## src/rtl/button_pkg.sv

```systemverilog
// Shared types, default timing constants and helpers for the button event decoder.
package button_pkg;

    localparam int unsigned DEFAULT_CLK_FREQ = 25_000_000;
    localparam int unsigned DEFAULT_DEBOUNCE_MS = 10;
    localparam int unsigned DEFAULT_LONG_MS = 1000;
    localparam int unsigned DEFAULT_GAP_MS = 300;

    typedef enum logic [2:0] {
        IDLE   = 3'd0,
        PRESS1 = 3'd1,
        HELD   = 3'd2,
        GAP    = 3'd3,
        PRESS2 = 3'd4
    } btn_evt_state_t;

    // Divide first so large clock rates cannot overflow 32 bits.
    function automatic int unsigned ms_to_cycles(input int unsigned clk_freq, input int unsigned ms);
        return (clk_freq / 1000) * ms;
    endfunction

    function automatic int unsigned cfg_max(input int unsigned a, input int unsigned b);
        return (a > b) ? a : b;
    endfunction

endpackage

```

## src/rtl/button_event_decoder_if.sv

```systemverilog
// Button pin plus decoded level and one-cycle gesture events.
interface button_event_decoder_if;
    logic btn;
    logic btn_level;
    logic short_press;
    logic long_press;
    logic double_press;

    modport master (
        input  btn,
        output btn_level,
        output short_press,
        output long_press,
        output double_press
    );

    modport slave (
        output btn,
        input  btn_level,
        input  short_press,
        input  long_press,
        input  double_press
    );
endinterface

```

## src/rtl/button_debouncer.sv

```systemverilog
// Two-flop synchroniser and stability counter producing a debounced button level.
module button_debouncer #(
    parameter int unsigned DEBOUNCE_CYCLES = 4
) (
    input  logic clk,
    input  logic rst,
    input  logic btn,
    output logic btn_level
);

    localparam int unsigned CNT_W = (DEBOUNCE_CYCLES < 1) ? 1 : $clog2(DEBOUNCE_CYCLES + 1);
    localparam logic [CNT_W-1:0] CNT_DONE = CNT_W'(DEBOUNCE_CYCLES);

    logic             btn_m;
    logic             btn_s;
    logic [CNT_W-1:0] cnt;

    // Count restarts on any agreement, so bounces shorter than the window are ignored.
    always_ff @(posedge clk) begin
        if (rst) begin
            btn_m     <= 1'b0;
            btn_s     <= 1'b0;
            cnt       <= '0;
            btn_level <= 1'b0;
        end else begin
            btn_m <= btn;
            btn_s <= btn_m;
            if (btn_s == btn_level) begin
                cnt <= '0;
            end else if (cnt == CNT_DONE) begin
                btn_level <= ~btn_level;
                cnt       <= '0;
            end else begin
                cnt <= cnt + CNT_W'(1);
            end
        end
    end

endmodule

```

## src/rtl/button_event_decoder.sv

```systemverilog
// Debounces the push-button and classifies presses into short, long and double events.
module button_event_decoder
    import button_pkg::*;
#(
    parameter int unsigned CLK_FREQ        = DEFAULT_CLK_FREQ,
    parameter int unsigned DEBOUNCE_CYCLES = ms_to_cycles(CLK_FREQ, DEFAULT_DEBOUNCE_MS),
    parameter int unsigned LONG_CYCLES     = ms_to_cycles(CLK_FREQ, DEFAULT_LONG_MS),
    parameter int unsigned GAP_CYCLES      = ms_to_cycles(CLK_FREQ, DEFAULT_GAP_MS)
) (
    input  logic                  clk,
    input  logic                  rst,
    button_event_decoder_if.master bus
);

    localparam int unsigned TMR_W = $clog2(cfg_max(LONG_CYCLES, GAP_CYCLES) + 1);
    localparam logic [TMR_W-1:0] LONG_LAST = TMR_W'(LONG_CYCLES - 1);
    localparam logic [TMR_W-1:0] GAP_LAST  = TMR_W'(GAP_CYCLES - 1);
    localparam logic [TMR_W-1:0] TMR_MAX   = '1;

    localparam logic [2:0] ST_IDLE   = 3'(IDLE);
    localparam logic [2:0] ST_PRESS1 = 3'(PRESS1);
    localparam logic [2:0] ST_HELD   = 3'(HELD);
    localparam logic [2:0] ST_GAP    = 3'(GAP);
    localparam logic [2:0] ST_PRESS2 = 3'(PRESS2);

    logic             level;
    logic             level_q;
    logic             rise_c;
    logic             fall_c;
    logic [2:0]       state;
    logic [2:0]       state_next;
    logic [TMR_W-1:0] timer;
    logic             short_next;
    logic             long_next;
    logic             double_next;
    logic             short_q;
    logic             long_q;
    logic             double_q;

    button_debouncer #(
        .DEBOUNCE_CYCLES(DEBOUNCE_CYCLES)
    ) u_debouncer (
        .clk      (clk),
        .rst      (rst),
        .btn      (bus.btn),
        .btn_level(level)
    );

    assign rise_c = level & ~level_q;
    assign fall_c = ~level & level_q;

    // Gesture classifier; in GAP a new press beats the timeout on the same cycle.
    always_comb begin
        state_next  = state;
        short_next  = 1'b0;
        long_next   = 1'b0;
        double_next = 1'b0;
        case (state)
            ST_IDLE: begin
                if (rise_c) state_next = ST_PRESS1;
            end
            ST_PRESS1: begin
                if (fall_c) begin
                    state_next = ST_GAP;
                end else if (timer == LONG_LAST) begin
                    long_next  = 1'b1;
                    state_next = ST_HELD;
                end
            end
            ST_HELD: begin
                if (fall_c) state_next = ST_IDLE;
            end
            ST_GAP: begin
                if (rise_c) begin
                    state_next = ST_PRESS2;
                end else if (timer == GAP_LAST) begin
                    short_next = 1'b1;
                    state_next = ST_IDLE;
                end
            end
            ST_PRESS2: begin
                if (fall_c) begin
                    double_next = 1'b1;
                    state_next  = ST_IDLE;
                end else if (timer == LONG_LAST) begin
                    long_next  = 1'b1;
                    state_next = ST_HELD;
                end
            end
            default: state_next = ST_IDLE;
        endcase
    end

    always_ff @(posedge clk) begin
        if (rst) begin
            state    <= ST_IDLE;
            level_q  <= 1'b0;
            timer    <= '0;
            short_q  <= 1'b0;
            long_q   <= 1'b0;
            double_q <= 1'b0;
        end else begin
            state    <= state_next;
            level_q  <= level;
            short_q  <= short_next;
            long_q   <= long_next;
            double_q <= double_next;
            if (state_next != state) begin
                timer <= '0;
            end else if (timer != TMR_MAX) begin
                timer <= timer + TMR_W'(1);
            end
        end
    end

    assign bus.btn_level    = level;
    assign bus.short_press  = short_q;
    assign bus.long_press   = long_q;
    assign bus.double_press = double_q;

endmodule

```

## src/flat_wrapper.sv

```systemverilog
// flat-port wrapper written by rule: the top's interface ports become plain ports
module button_event_decoder_flat import button_pkg::*;
#(
    parameter int unsigned CLK_FREQ        = DEFAULT_CLK_FREQ,
    parameter int unsigned DEBOUNCE_CYCLES = ms_to_cycles(CLK_FREQ, DEFAULT_DEBOUNCE_MS),
    parameter int unsigned LONG_CYCLES     = ms_to_cycles(CLK_FREQ, DEFAULT_LONG_MS),
    parameter int unsigned GAP_CYCLES      = ms_to_cycles(CLK_FREQ, DEFAULT_GAP_MS)
)
  (clk, rst, bus_btn, bus_btn_level, bus_short_press, bus_long_press, bus_double_press);
  button_event_decoder_if bus_i ();
  input  logic clk;
  input  logic rst;
  input wire logic [$bits(bus_i.btn)-1:0] bus_btn;
  output wire logic [$bits(bus_i.btn_level)-1:0] bus_btn_level;
  output wire logic [$bits(bus_i.short_press)-1:0] bus_short_press;
  output wire logic [$bits(bus_i.long_press)-1:0] bus_long_press;
  output wire logic [$bits(bus_i.double_press)-1:0] bus_double_press;
  assign bus_i.btn = bus_btn;
  assign bus_btn_level = bus_i.btn_level;
  assign bus_short_press = bus_i.short_press;
  assign bus_long_press = bus_i.long_press;
  assign bus_double_press = bus_i.double_press;
  button_event_decoder #(.CLK_FREQ(CLK_FREQ), .DEBOUNCE_CYCLES(DEBOUNCE_CYCLES), .LONG_CYCLES(LONG_CYCLES), .GAP_CYCLES(GAP_CYCLES)) u_core (.clk(clk), .rst(rst), .bus(bus_i));
endmodule
```

## config.mk

```make
export PLATFORM = sky130hd
export DESIGN_NAME = button_event_decoder_flat
export DESIGN_NICKNAME = d
export VERILOG_FILES = /design/src/rtl/button_pkg.sv /design/src/rtl/button_event_decoder_if.sv /design/src/rtl/button_debouncer.sv /design/src/rtl/button_event_decoder.sv /design/src/flat_wrapper.sv
export SDC_FILE = /design/constraint.sdc
export NUM_CORES = 1
export LEC_CHECK = 0
export ABC_CLOCK_PERIOD_IN_PS = 2700
export CAP_MARGIN = 0
export CELL_PAD_IN_SITES_DETAIL_PLACEMENT = 2
export CELL_PAD_IN_SITES_GLOBAL_PLACEMENT = 2
export CORE_MARGIN = 1.5
export CORE_UTILIZATION = 38
export DETAILED_ROUTE_END_ITERATION = 16
export GPL_TIMING_DRIVEN = 1
export PLACE_DENSITY = 0.77
export SYNTH_ARGS = -nofsm -noshare
export SYNTH_HDL_FRONTEND = slang
export SYNTH_HIERARCHICAL = 1
export SYNTH_SLANG_ARGS = --single-unit
export TNS_END_PERCENT = 30
```

## constraint.sdc

```tcl
create_clock -name clk -period 2.7 [get_ports clk]
set_clock_uncertainty 0.1 [all_clocks]
set_input_delay 0.54 -clock clk [delete_from_list [all_inputs] [get_ports clk]]
set_output_delay 0.54 -clock clk [all_outputs]
set_load 0.01 [all_outputs]
```

# Yosys cells after proc, flatten, opt, wreduce, memory -nomap -nowiden
# Index checks and enable logic that the tools add are counted.
# word_totals
ff_bits,53
inputBits,3
output_inout_bits,4
word_cells,49
# classes
addsub,2
n_eq_ne,10
muxes,11
bitwise_logic,8
reduce_logical,8
# op_table
cell,n
$add A25 B1 Y25 const B,1
$eq A25 B23 Y1 const B,1
$eq A25 B25 Y1 const B,1
$ne A25 B25 Y1 const B,1
$mux W3,7
$add A18 B1 Y18 const B,1
$eq A18 B18 Y1 const B,1
$pmux W3 S5,1
$reduce_or A3 Y1,3
$eq A3 B2 Y1 const B,2
$not A1 Y1,6
$reduce_or A2 Y1,3
$eq A3 B1 Y1 const B,1
$eq A3 B3 Y1 const B,1
$logic_not A3 Y1,1
$mux W1,3
$ne A3 B3 Y1,1
$and A1 B1 Y1,2
$reduce_and A2 Y1,1
$eq A1 B1 Y1,1

# Depth between registers and ports, before layout
# Gate-level depths: netlist of the first run.
# logic_depth
ltp_word,6
mapped_depth,8
depth_no_buf,6

# Modules after synthesis
# The synthesis of the first run kept the hierarchy.
# modules_own_cells
module,instances,cells_each,area_per_inst_um2,seq_area_each_um2
button_event_decoder,1,210,1810.5,640.6
button_debouncer,1,109,970.9,420.4

# Worst setup path after synthesis of the first run
# No wires, ideal clock.
# synth_timing
kind,reg-to-reg
start,register u_core.timer[16]
end,register u_core.timer[0]
setup_time_ps,132
arrival_ps,2045
t_required_ps,2468
slack_ps,423
stages_incl_launch_ff,7
path_buffers,1
period_less_slack_ps,2277
cell_sequence,dfxtp_1 or4b_2 nor4_1 a21oi_1 o31ai_4 buf_2 nor3_1
# synth_between
elab_chain_len,6
word_cells_on_any_way,11
cone_classes,eq/ne (4); mux (6); reduce/logical (1)
# synth_rtl
item,line,rtl
from (decl),button_event_decoder.sv:32,logic [TMR_W-1:0] timer;
from (signal assigned),button_event_decoder.sv:111,timer <= timer + TMR_W'(1);
$eq A25 B25 Y1 / $eq A25 B23 Y1 (equally long branches),"button_event_decoder.sv:65, button_event_decoder.sv:85, button_event_decoder.sv:76",
$mux W3 (on tied branches),"button_event_decoder.sv:65, button_event_decoder.sv:85, button_event_decoder.sv:76",
$mux W3 (on tied branches),"button_event_decoder.sv:82, button_event_decoder.sv:63, button_event_decoder.sv:74",
$pmux W3 S5,button_event_decoder.sv:58,case (state)
$ne A3 B3 Y1,button_event_decoder.sv:108,if (state_next != state) begin
$reduce_or A2 Y1 (no line),n/a,
# Parallel ways exist; a longest one is shown, timed or not.
# A chain may end at the register's enable or synchronous reset.

# Worst setup path after layout of the first run
# layout_timing
start,register u_core.timer[0]
end,register u_core.timer[23]
# Same word-level chain as after synthesis.

==> results of run 1 <==
per-stage QoR:
stage                     std cells  hold WS, ps
after floorplan                 319        313.8
after global placement          421        327.0
after detailed placement        421        335.6
after CTS                       429        358.6
after global routing            429        378.2
final                           429        355.9
worst reg2reg max path, cell delays in order (launching register included):
cell,delay [ps]
dfxtp_1,410
and4_4,250
nand4_4,150
or4_1,740
or4_1,550
a211oi_1,250
state kept, by name, summed over array words and instances, names as in the netlist:
signal / cells
u_core/bus.double_press: 1
u_core/bus.long_press: 1
u_core/bus.short_press: 1
u_core/level_q: 1
u_core/state: 3
u_core/timer: 25
u_core/u_debouncer/btn_level: 1
u_core/u_debouncer/btn_m: 1
u_core/u_debouncer/btn_s: 1
u_core/u_debouncer/cnt: 18
Yosys cell counts (all sizes together):
master  count
dfxtp      53
nor2       23
nand3      19
nand2      18
nor3       17
a211oi     15
or4        15
xnor2      14
o31ai      13
a21oi      11
inv        11
nand4      10
nor4       10
o21ai      10
or3        10
clkbuf      9
xor2        8
buf         6
nand2b      6
nor2b       6
and4        5
or4b        5
ha          3
or3b        3
a311oi      2
a31oi       2
mux2i       2
nand4b      2
or2         2
a21o        1
a221oi      1
and3        1
nand3b      1
nor4b       1
o21bai      1
o22ai       1
o32a        1
o41ai       1
layout make-up:
| type | count | share of cell area |
|---|---|---|
| well taps | 99 | 0.03971 |
| clock inverters | 2 | 0.01203 |
| multi-input cells | 240 | 0.5162 |
| repair buffers | 18 | 0.05215 |
| flip-flops and latches | 53 | 0.3402 |
| clock buffers | 6 | 0.02647 |
| inverters | 11 | 0.01324 |
logic make-up after synthesis:
group           count (synthesis)  synth area share
buf+inv                        26           0.04003
mux                             2          0.007198
fa+ha+maj                       3           0.01350
simple gates                  154            0.3351
flops                          53            0.3815
compound gates                 59            0.1534
xor+xnor                       22           0.06928
metal layers:
| layer | share of wire | track usage |
|---|---|---|
| met2 | 0.52 | 0.3893 |
| met4 | 0.0094 | 0.04972 |
| met1 | 0.45 | 0.2679 |
| met5 | 0 | 0 |
| met3 | 0.020 | 0.03451 |
where the power goes:
group | leakage [nW] | switching [W] | total, W | internal, W
registers | 0.428 | 0.00000619 | 0.000793 | 0.000787
clock network | 0.0574 | 0.000272 | 0.000574 | 0.000302
logic | 0.386 | 0.0000188 | 0.0000326 | 0.0000138
total | 0.871 | 0.000297 | 0.00140 | 0.00110
worst max-delay path by stage:
| stage | from | to | slack (ps) | cells past startpoint |
|---|---|---|---|---|
| floorplan | u_core/timer[16] | u_core/timer[0] | 420 | 6 |
| global placement | u_core/timer[4] | u_core/timer[23] | 290 | 6 |
| detailed placement | u_core/timer[4] | u_core/timer[3] | 210 | 6 |
| CTS | u_core/timer[18] | u_core/timer[3] | 160 | 6 |
| global route | u_core/timer[0] | u_core/timer[19] | 40 | 5 |
| finish | u_core/timer[0] | u_core/timer[23] | 170 | 5 |
==> impl_summary.txt, run 1 <==
----------------------------------------------------
[Status]
  Result of the run ... complete, no violations

[Floorplan]
  Count of pins on the block boundary ... 7
  Initial Utilization ... 0.3876
  Die outline area ... 0.007842 mm²
  Count of standard-cell rows ... 31
  Die Span Y ... 88.56 µm
  Horizontal die dimension ... 88.56 µm
  Placeable core region ... 0.007176 mm²

[STA]
  Setup slack after layout ... 169.8 ps
  Max frequency ... 395.2 MHz
  Final Max Slew Viols ... 0
  Worst slew slack as a fraction of its limit ... 0.6421
  Min Clock Period, post-route ... 2530 ps
  Portion of the clock cycle consumed by the worst path in the final layout ... 0.9371
  Measured slew at the worst slew-check pin ... 532.8 ps
  RSZ-0062 raised after global routing ... no
  Total negative setup slack ... 0 ps
  Endpoints failing setup ... 0
  Final count of hold timing violations ... 0

[Route]
  Average wire length per cell after detail routing ... 18.14 µm
  Wire length reported by the detailed router ... 7.783 mm
  DRC violations left ... 0
  Routed via count ... 2500
  Initial DRT Pass Iterations ... 4
  Post-DR vias/cell ... 5.828
  Number of DRC markers in iteration 0 ... 68
  Detail Route Antenna Nets ... 0

[Power and ir drop]
  P_leak ... 0.8713 nW
  Power per unit of standard cell area ... 448.9 mW/mm²
  Total design power ... 0.001400 W
  VDD IR max ... 0.0002404 V

[Finish]
  End-of-flow core utilization ... 0.4347
  Layout cells sized above 1 ... 0.1333
  Combined area of the multi-input logic cells ... 0.001610 mm²
  Leading cell types in the layout, fill and taps excluded ... dfxtp_1, nor2_1, nand2_1, nand3_1, nor3_1
  Finished Cell Area ... 0.003119 mm²
  Register cell area after layout ... 0.001061 mm²
  Post-layout net count ... 335
  Most common library cell in the layout ignoring fill and taps ... dfxtp_1
  Synthesis-to-layout area growth ... 12.15%
  Antenna diode instance count ... 0
  Filler cells ... 795

[Placed design]
  Total placed instance area ... 0.002998 mm²
  Final weighted congestion in routability-driven placement ... 0.7940
  Hpwl dp ... 5.447 mm
  Number of buffer cells added on primary ports ... 6
  Worst slack at placement ... 211.7 ps

[Logic synthesis]
  Average size of a mapped cell ... 8.719 µm²
  Share of the synthesized area in the top cell type ... 0.3815
  Number of warnings printed during yosys synthesis ... 6
  Sequential fraction of the synthesis area ... 0.3815
  Synth cell types ... 53
  Library cell with the largest summed area after synthesis ... dfxtp_1
  Synth Instances ... 319
  Biggest area contributors in the synthesized netlist ... dfxtp_1, xnor2_1, a211oi_1, nand3_1, o31ai_1
  Area of the mapped netlist ... 0.002781 mm²
  FF+latch count, synth ... 53
  Post-synthesis net count ... 325

[GRT]
  Global routing usage summed across all routing layers ... 0.2152
  Via count of the first global-routing pass ... 2643
  Grt total ovfl ... 0
  Largest net degree at the start of global routing ... 28
  Wire length of the first global-routing pass ... 13.21 mm
  Number of antenna violations at the first check in global routing ... 0

[Critical path]
  Data arrival time at the worst-slack endpoint ... 2650 ps
  Slowest CP cell ... or4_1
  Buffers plus inverters on the worst setup path ... 0
  Setup slack, reg-to-reg ... 170 ps
  Critical Path Fanout Max ... 10
  CP required ... 2820 ps
  Worst-case reg-to-reg path depth ... 5
  Family with the most delay on the worst path ... simple AND/OR/NAND/NOR gates
  End of the worst register-to-register path ... u_core/timer[23]
  Worst r2r src ... u_core/timer[0]
  Kind of launch point of the worst setup path ... flip-flop
  Kind of end point of the critical path ... flip-flop
  Critical path class ... flip-flop to flip-flop
  Most frequent cell on the critical path ... or4_1
  Critical path cell sequence ... and4_4, nand4_4, or4_1, or4_1, a211oi_1
  Biggest cell delay along the critical path ... 740 ps

[Clocking]
  Clock tree from TritonCTS ... done
  Source-to-sink clock delay at the later pin of the worst-skew pair ... 310 ps
  Number of buffers created by CTS ... 5
  Root buffer cell ... clkbuf_8
  CTS resizes ... 0
  Clock-pin slew reported for the worst setup and hold paths after clock tree synthesis ... 110 ps
  Clock sink total ... 53
  H-tree depth ... 2
  Post-CTS setup buffer count ... 0
  Hold buffers post-CTS ... 0
  Worst-case clock buffer depth ... 2

[Min path]
  Capture endpoint of the worst hold path ... u_core/u_debouncer/btn_s
  Tightest Hold Check Type ... flip-flop to flip-flop
  Worst hold path startpoint ... u_core/u_debouncer/btn_m
  Worst Hold Depth ... 1

[Job]
  Maximum Capacitance Violations ... 0

----------------------------------------------------
Power figures use the tool's default switching activity.
==> run 2: changes to the inputs <==
--- a/config.mk
+++ b/config.mk
@@ -6,10 +6,9 @@
 export NUM_CORES = 1
 export LEC_CHECK = 0
 export ABC_CLOCK_PERIOD_IN_PS = 2700
-export CAP_MARGIN = 0
+export CAP_MARGIN = 15
 export CELL_PAD_IN_SITES_DETAIL_PLACEMENT = 2
 export CELL_PAD_IN_SITES_GLOBAL_PLACEMENT = 2
-export CORE_MARGIN = 1.5
 export CORE_UTILIZATION = 38
 export DETAILED_ROUTE_END_ITERATION = 16
 export GPL_TIMING_DRIVEN = 1
==> run 2 against run 1 <==
  * Clock power fell by 2%
  * Total power fell by 0.61%
  * Highest routed layer unchanged
  * Critical endpoint is now u_core/timer[10]
  * Global-route usage rose by 0.72 points
  * Critical path type unchanged
==> impl_summary.txt, run 2 (synthesis gave the netlist of run 1 again) <==
----------------------------------------------------
[STA]
  Endpoints failing setup ... 0 (unchanged)
  Portion of the clock cycle consumed by the worst path in the final layout ... 0.9039 (-0.03322)
  Measured slew at the worst slew-check pin ... 514.7 ps (-18.04 ps)
  Max frequency ... 409.8 MHz (+3.7%)
  Final Max Slew Viols ... 0 (unchanged)
  Min Clock Period, post-route ... 2440 ps (-89.69 ps)
  RSZ-0062 raised after global routing ... no
  Total negative setup slack ... 0 ps (unchanged)
  Worst slew slack as a fraction of its limit ... 0.6540 (+0.01190)
  Final count of hold timing violations ... 0 (unchanged)
  Setup slack after layout ... 259.5 ps (+89.69 ps)

[Critical path]
  Critical path cell sequence ... or4b_2, nor4_1, a21oi_1, o31ai_4, buf_12, a211oi_1
  Kind of end point of the critical path ... flip-flop
  Slowest CP cell ... or4b_2
  Critical path class ... flip-flop to flip-flop
  Biggest cell delay along the critical path ... 700 ps (-40 ps)
  CP required ... 2790 ps (-30 ps)
  Kind of launch point of the worst setup path ... flip-flop
  Data arrival time at the worst-slack endpoint ... 2530 ps (-120 ps)
  Critical Path Fanout Max ... 25 (+15)
  Buffers plus inverters on the worst setup path ... 1 (+1)
  Family with the most delay on the worst path ... simple AND/OR/NAND/NOR gates

[Placed design]
  Number of buffer cells added on primary ports ... 6 (unchanged)
  Worst slack at placement ... 129.5 ps (-82.20 ps)
  Final weighted congestion in routability-driven placement ... 0.7584 (-4.5%)
  Hpwl dp ... 5.416 mm (-0.57%)

[Finish]
  Register with the highest flop count ... u_core/timer
  Most common library cell in the layout ignoring fill and taps ... dfxtp_1
  Layout cells sized above 1 ... 0.1227 (-0.01063)
  Antenna diode instance count ... 0 (unchanged)
  Synthesis-to-layout area growth ... 11.29%
  Leading cell types in the layout, fill and taps excluded ... dfxtp_1, nor2_1, nand2_1, nand3_1, nor3_1
  Post-layout net count ... 331 (-1.2%)
  Flip-flop count of the largest register after layout ... 25 (unchanged)
  Filler cells ... 772 (-2.9%)
  Regs by FF count ... u_core/timer: 25 flops, u_core/u_debouncer/cnt: 18 flops, u_core/state: 3 flops

[Status]
  Result of the run ... complete, no violations

[Clocking]
  CTS resizes ... 0 (unchanged)
  Post-CTS setup buffer count ... 0 (unchanged)
  Source-to-sink clock delay at the later pin of the worst-skew pair ... 320 ps (about the same)
  Root buffer cell ... clkbuf_8
  Clock sink total ... 53 (unchanged)
  Worst-case clock buffer depth ... 2 (unchanged)
  H-tree depth ... 2 (unchanged)
  Number of buffers created by CTS ... 5 (unchanged)
  Clock-pin slew reported for the worst setup and hold paths after clock tree synthesis ... 100 ps (about the same)
  Clock tree from TritonCTS ... done
  Hold buffers post-CTS ... 0 (unchanged)

[Power and ir drop]
  P_leak ... 0.8532 nW (-2.1%)
  Clock network power share ... 0.405 (-0.005)
  VDD IR max ... 0.0002001 V (-17%)
  Power per unit of standard cell area ... 449.5 mW/mm² (+0.15%)
  Sequential share of power ... 0.570 (+0.003)
  Combinational share of power ... 0.025 (+0.002)
  Internal power of the cells ... 0.001080 W (-2.1%)
  Switching share of total power ... 0.2240 (+0.01162)
  Net switching power ... 0.0003117 W (+4.8%)

[Route]
  Number of DRC markers in iteration 0 ... 67 (-1.5%)
  Routed via count ... 2491 (-0.36%)
  Post-DR vias/cell ... 5.903 (+1.3%)
  DRC violations left ... 0 (unchanged)
  Wire length reported by the detailed router ... 7.700 mm (-1.1%)
  Average wire length per cell after detail routing ... 18.25 µm (+0.57%)
  Initial DRT Pass Iterations ... 4 (unchanged)
  Detail Route Antenna Nets ... 0 (unchanged)

[GRT]
  Grt total ovfl ... 0 (unchanged)
  Global routing usage summed across all routing layers ... 0.2224 (+0.007197)
  Largest net degree at the start of global routing ... 26 (-7.1%)
  Via count of the first global-routing pass ... 2676 (+1.2%)
  Wire length of the first global-routing pass ... 13.31 mm (+0.79%)
  Number of antenna violations at the first check in global routing ... 0 (unchanged)

[Floorplan]
  Initial Utilization ... 0.4005 (+0.01292)
  Die outline area ... 0.007666 mm² (-2.2%)
  Count of pins on the block boundary ... 7 (unchanged)
  Die Span Y ... 87.56 µm (-1.1%)
  Placeable core region ... 0.006944 mm² (-3.2%)
  Count of standard-cell rows ... 30 (-3.2%)
  Horizontal die dimension ... 87.56 µm (-1.1%)

[Min path]
  Tightest Hold Check Type ... flip-flop to flip-flop

[Job]
  Maximum Capacitance Violations ... 0 (unchanged)

----------------------------------------------------
[run 2: cell count changes in the layout (fill, tap and decap cells not counted), sizes merged]
cell / previous run / this run
clkbuf: 6 / 5
buf: 12 / 8
clkinv: 0 / 1
[run 2: final timing paths]
kind,startpoint,to,slack [ps],cells past startpoint
min,u_core/u_debouncer/btn_m,u_core/u_debouncer/btn_s,360,1
max,u_core/timer[16],u_core/timer[10],260,6
max reg2reg,u_core/timer[16],u_core/timer[10],260,6
min reg2reg,u_core/u_debouncer/btn_m,u_core/u_debouncer/btn_s,360,1
[run 2: area by class of cell]
type                            count  area (µm²)  share of cell area
Timing Repair Buffer               14       145.1             0.04689
Clock inverter                      3       46.29             0.01496
Inverter                           11       41.29             0.01334
Clock buffer                        5       68.82             0.02223
Tap cell                           96       120.1             0.03880
Multi-Input combinational cell    240        1613              0.5210
Sequential cell                    53        1061              0.3428
[run 2: routing by layer]
layer  global-route usage  wire length, µm  vias to the layer above
li1                     -                -                     1214
met1               0.2933             3794                     1247
met2               0.3821             3694                       21
met3              0.03110              118                        9
met4              0.05812               93                        0
met5                    0                0                        -
[run 2: power groups by stage]
stage / registers [W] / clock network [W] / logic [W]
5_1_grt: 0.000795 / 0.000611 / 0.0000390
6_report: 0.000794 / 0.000564 / 0.0000344
3_3_place_gp: 0.000811 / 0 / 0.0000333
4_1_cts: 0.000794 / 0.000582 / 0.0000355
2_1_floorplan: 0.000809 / 0 / 0.0000222
3_5_place_dp: 0.000812 / 0 / 0.0000350
[run 2: stage by stage]
step	std cells	total power, W	area, µm²	util	hold slack [ps]
after floorplan	319	0.0008314	2781	-	313.8
after global placement	414	0.0008441	2977	0.4286	332.2
after detailed placement	414	0.0008467	2977	0.4286	352.1
after CTS	422	0.001411	3092	0.4452	366.7
after global routing	422	0.001445	3095	0.4458	393.7
final	422	0.001392	3095	0.4458	363.2
[run 2: worst register-to-register path: cells and delay by family, from the launching register on]
| kind | cells | cell delay, ps |
|---|---|---|
| buffers and inverters | 1 | 220 |
| AND/OR/NAND/NOR | 2 | 1080 |
| flip-flops | 1 | 400 |
| AO/OA/AOI/OAI | 3 | 520 |
==> run 3: changes to the inputs <==
--- a/config.mk
+++ b/config.mk
@@ -13,6 +13,7 @@
 export DETAILED_ROUTE_END_ITERATION = 16
 export GPL_TIMING_DRIVEN = 1
 export PLACE_DENSITY = 0.77
+export SLEW_MARGIN = 15
 export SYNTH_ARGS = -nofsm -noshare
 export SYNTH_HDL_FRONTEND = slang
 export SYNTH_HIERARCHICAL = 1
==> results of run 3 <==
Same layout as run 2: the final DEF is identical, and so are final timing and power.
